$ cat src/rtl/mem_bus_arbiter.sv
// Two-host round-robin arbiter in front of one req/gnt + in-order rvalid memory port.
// Latency: request and response paths are combinational (0 cycles); state updates on the next edge.
// Backpressure: dev_gnt=0 or a full ID FIFO holds the winner off; hosts keep req stable until gnt.
module mem_bus_arbiter #(
  parameter int AW      = 32,
  parameter int DW      = 32,
  parameter int MAX_OUT = 4
) (
  input  logic                         clk_i,
  input  logic                         rst_i,
  input  logic                         h0_req,
  input  logic                         h0_we,
  input  logic [AW-1:0]                h0_addr,
  input  logic [DW-1:0]                h0_wdata,
  input  logic [DW/8-1:0]              h0_wmask,
  output logic                         h0_gnt,
  output logic                         h0_rvalid,
  output logic [DW-1:0]                h0_rdata,
  output logic [1:0]                   h0_error,
  input  logic                         h1_req,
  input  logic                         h1_we,
  input  logic [AW-1:0]                h1_addr,
  input  logic [DW-1:0]                h1_wdata,
  input  logic [DW/8-1:0]              h1_wmask,
  output logic                         h1_gnt,
  output logic                         h1_rvalid,
  output logic [DW-1:0]                h1_rdata,
  output logic [1:0]                   h1_error,
  output logic                         dev_req,
  output logic                         dev_we,
  output logic [AW-1:0]                dev_addr,
  output logic [DW-1:0]                dev_wdata,
  output logic [DW/8-1:0]              dev_wmask,
  input  logic                         dev_gnt,
  input  logic                         dev_rvalid,
  input  logic [DW-1:0]                dev_rdata,
  input  logic [1:0]                   dev_error,
  output logic [$clog2(MAX_OUT+1)-1:0] outstanding_o,
  output logic                         resp_err_o
);

  localparam int CW = $clog2(MAX_OUT + 1);
  localparam int PW = $clog2(MAX_OUT);

  logic          last_q;
  logic [CW-1:0] count_q;
  logic [PW-1:0] wr_ptr_q;
  logic [PW-1:0] rd_ptr_q;
  logic          id_mem [MAX_OUT];
  logic          resp_err_q;

  logic winner;
  logic full;
  logic empty;
  logic push;
  logic pop;
  logic head_id;

  // Winner: a lone requester wins; on a tie the host that did not win last time goes.
  always_comb begin
    winner = 1'b0;
    if (h0_req && h1_req) begin
      winner = ~last_q;
    end else if (h1_req) begin
      winner = 1'b1;
    end
  end

  // Full uses the registered count, so a same-cycle pop never unblocks a push.
  assign full    = (count_q == CW'(MAX_OUT));
  assign empty   = (count_q == '0);
  assign dev_req = (h0_req | h1_req) & ~full & ~rst_i;
  assign push    = dev_req & dev_gnt;
  assign pop     = dev_rvalid & ~empty & ~rst_i;
  assign head_id = id_mem[rd_ptr_q];

  assign dev_we    = winner ? h1_we    : h0_we;
  assign dev_addr  = winner ? h1_addr  : h0_addr;
  assign dev_wdata = winner ? h1_wdata : h0_wdata;
  assign dev_wmask = winner ? h1_wmask : h0_wmask;

  assign h0_gnt = push & ~winner;
  assign h1_gnt = push &  winner;

  assign h0_rvalid = pop & ~head_id;
  assign h1_rvalid = pop &  head_id;
  assign h0_rdata  = dev_rdata;
  assign h1_rdata  = dev_rdata;
  assign h0_error  = dev_error;
  assign h1_error  = dev_error;

  assign outstanding_o = count_q;
  assign resp_err_o    = resp_err_q;

  // ID storage: slot contents need no reset, validity is tracked by the count.
  always_ff @(posedge clk_i) begin
    if (push) begin
      id_mem[wr_ptr_q] <= winner;
    end
  end

  // Pointers, occupancy, round-robin history and the sticky unexpected-response flag.
  always_ff @(posedge clk_i or posedge rst_i) begin
    if (rst_i) begin
      last_q     <= 1'b1;
      count_q    <= '0;
      wr_ptr_q   <= '0;
      rd_ptr_q   <= '0;
      resp_err_q <= 1'b0;
    end else begin
      if (push) begin
        wr_ptr_q <= wr_ptr_q + PW'(1);
        last_q   <= winner;
      end
      if (pop) begin
        rd_ptr_q <= rd_ptr_q + PW'(1);
      end
      if (push && !pop) begin
        count_q <= count_q + CW'(1);
      end else if (pop && !push) begin
        count_q <= count_q - CW'(1);
      end
      if (dev_rvalid && empty) begin
        resp_err_q <= 1'b1;
      end
    end
  end

endmodule

$ cat config.mk
export PLATFORM = sky130hd
export DESIGN_NAME = mem_bus_arbiter
export DESIGN_NICKNAME = d
export VERILOG_FILES = /design/src/rtl/mem_bus_arbiter.sv
export SDC_FILE = /design/constraint.sdc
export NUM_CORES = 1
export LEC_CHECK = 0
export BUFFER_PORTS_ARGS = -buffer_cell sky130_fd_sc_hd__buf_2
export CAP_MARGIN = 5
export CORE_AREA = 2 2 127 129
export CTS_CLUSTER_SIZE = 10
export DETAILED_ROUTE_END_ITERATION = 8
export DIE_AREA = 0 0 129 131
export PLACE_DENSITY = 0.41
export SLEW_MARGIN = 30
export SYNTH_ARGS = -nofsm -noshare
export SYNTH_HDL_FRONTEND = slang
export SYNTH_SLANG_ARGS = --single-unit
$ cat constraint.sdc
create_clock -name clk_i -period 2.4 [get_ports clk_i]
set_input_delay 0.36 -clock clk_i [delete_from_list [all_inputs] [get_ports clk_i]]
set_output_delay 0.36 -clock clk_i [all_outputs]
set_load 0.03 [all_outputs]
==> reports/results.tsv <==
metric	value	unit
R2R cell count	8	
total power	2.06	mW
FILL cells	1730	
post-synthesis cell count	197	
most frequent CP cell	xor2_1	
status	finished clean	
Required @ worst endpoint	2.56	ns
Initial Utilization	0.131	
layout cells sized above 1	0.885	
grt ovf	0	
Root Driver	clkbuf_16	
wire per inst	13.2	um
crit-path max FO	5	
most common cell after layout, fill and taps aside	buf_2	
cts hold-fix bufs	0	
IO Pins	324	
multi-input logic area	1130	sq um
# rows	46	
reg-to-reg critical path endpoint	outstanding_o[2]	
post-layout min period	2.21	ns
Max IR drop VDD	0.257	mV
CTS tree	built	
cell area after synthesis	2040	sq um
Tightest Pin Transition	0.370	ns
Fin Setup TNS	0	ns
H-tree levels	1	
die height	131	um
Reg2Reg Setup Slack	0.19	ns
critical path class	register to register	
IO Port Bufs	221	
vias in the first global route	1723	
YS warnings	0	
CP max stage cell	dfrtp_1	
crit end category	register	
via count	1901	
RSZ-0062 raised after global routing	no	
LEAKAGE	1.51	nW
post-synthesis cell type count	25	
largest net degree at the start of global routing	39	
first-pass iteration count of the detailed router	4	
clock sinks	13	
Min-Delay Path Class	input port to async pin	
Die Wd	129	um
Seq/Total Area, Yosys	0.170	
max_slew headroom	0.753	
#FFs+latches synth	13	
Core Footprint	15600	sq um
Num CTS Buffers	3	
initial antenna violation count	0	
slowest cell delay on critical path	0.46	ns
Final ANT Viol Nets	0	
worst-skew pair later-pin latency	0.24	ns
commonest non-fill, non-tap cells in the layout	buf_2 (221), mux2_2 (70), dfrtp_1 (8)	
Max-Cap Viols	0	
PwrDens	687	nW/um^2
final hold viol count	0	
Mean Syn Cell Area	10.3	sq um
DR iter-0 viols	25	
antenna cell count	0	
Reg area	347	sq um
placer's final routability congestion estimate	0.733	
Final #Nets	533	
Worst Skew	0.000867	ns
# setup viols final	0	
max-slew violations	0	
hpwl dp	6.76	mm
gr usage total	0.0733	
Period Utilization, post-route	0.921	
die area	16900	sq um
fmax	0.452	GHz
post-synthesis to final-layout area growth	47.1	%
Remaining DRCs	0	
number of vias per cell	3.37	
Final Routed Wirelength	7.44	mm
first-pass GRT wire length	9.53	mm
CP Cell Sequence	nor3_1, or3b_1, ha_1, inv_1, fa_1, xor2_1, nor2_1, xor2_1	
post-cts resize count	0	
CP arrival	2.37	ns
Worst-path clk slew	0.04	ns
reg2reg start	outstanding_o[0]	
Setup crit start kind	register	
clk buf depth	2	
post-CTS setup buffer count	0	
Synthesized Nets	381	
==> worst max path at each step <==
stage | start | endpoint | slack (ns) | cells past startpoint
final | outstanding_o[0] | outstanding_o[2] | 0.19 | 8
after global routing | outstanding_o[0] | outstanding_o[2] | 0.03 | 8
after CTS | outstanding_o[0] | outstanding_o[2] | 0.19 | 8
after detailed placement | outstanding_o[0] | outstanding_o[2] | 0.22 | 8
after global placement | outstanding_o[0] | outstanding_o[2] | 0.27 | 8
after floorplan | outstanding_o[2] | outstanding_o[2] | 0.06 | 8
==> critical path, delay by kind of cell (launching register included) <==
kind | cells | cell delay [ns]
simple gates | 3 | 0.69
fa+ha+maj | 2 | 0.60
flops | 1 | 0.46
buf+inv | 1 | 0.06
xor+xnor | 2 | 0.32
==> sequential cells by signal, summed over array words and instances, names as in the netlist <==
signal         cells
rd_ptr_q           2
id_mem             4
resp_err_o         1
wr_ptr_q           2
outstanding_o      3
last_q             1
==> per-stage QoR <==
step / instances / hold WS [ns] / utilization / setup WS, ns / cell area, sq um
after global routing: 564 / 0.183 / 0.192 / 0.0327 / 3000
after detailed placement: 560 / 0.411 / 0.187 / 0.217 / 2920
final: 564 / 0.144 / 0.192 / 0.189 / 3000
after floorplan: 197 / 0.187 / - / 0.0614 / 2040
after global placement: 560 / 0.401 / 0.187 / 0.267 / 2920
after CTS: 564 / 0.157 / 0.192 / 0.194 / 3000
==> synth_stat cells <==
cell	number	area, sq um
xor2_1	3	26.3
nor3b_4	1	18.8
mux2_2	70	788
a21o_1	1	7.51
nor2b_1	2	12.5
buf_4	68	510
edfxtp_1	4	120
dfrtp_1	8	200
nor2_1	3	11.3
fa_1	1	20.0
mux4_2	1	22.5
ha_1	5	62.6
and2_2	4	30.0
dfstp_2	1	26.3
a21boi_0	1	7.51
nor4b_4	1	23.8
and2_1	1	6.26
buf_2	8	40.0
nor3_1	2	10.0
xnor2_1	3	26.3
or3b_1	1	8.76
nor4bb_1	1	10.0
clkbuf_1	1	3.75
inv_1	4	15.0
mux2_4	2	30.0
==> area by class of cell <==
type,count,share of cell area
sequential,13,0.116
inverter,4,0.00501
tap,216,0.0902
clock buffer,4,0.0263
multi-input combinational,103,0.378
timing repair buffer,224,0.385
==> per-layer routing <==
layer | global-route usage | share of wire
met1 | 0.0875 | 0.38
met2 | 0.129 | 0.51
met3 | 0.0147 | 0.089
met4 | 0.0313 | 0.027
met5 | 0 | 0
==> logic make-up (layout without fill, tap and decap cells) <==
group | Yosys count | count (layout) | share of synthesized area
compound gates | 2 | 2 | 0.00737
xor+xnor | 6 | 6 | 0.0258
buf+inv | 81 | 232 | 0.279
mux | 73 | 73 | 0.413
simple gates | 16 | 16 | 0.0645
flops | 13 | 13 | 0.170
fa+ha+maj | 6 | 6 | 0.0405
==> power breakdown <==
group          internal, mW  switching (mW)  total (mW)
clock network         0.223          0.0830       0.306
registers             0.324          0.0972       0.421
logic                 0.573           0.760        1.33
Note: power is estimated with default switching activity, not from simulation.
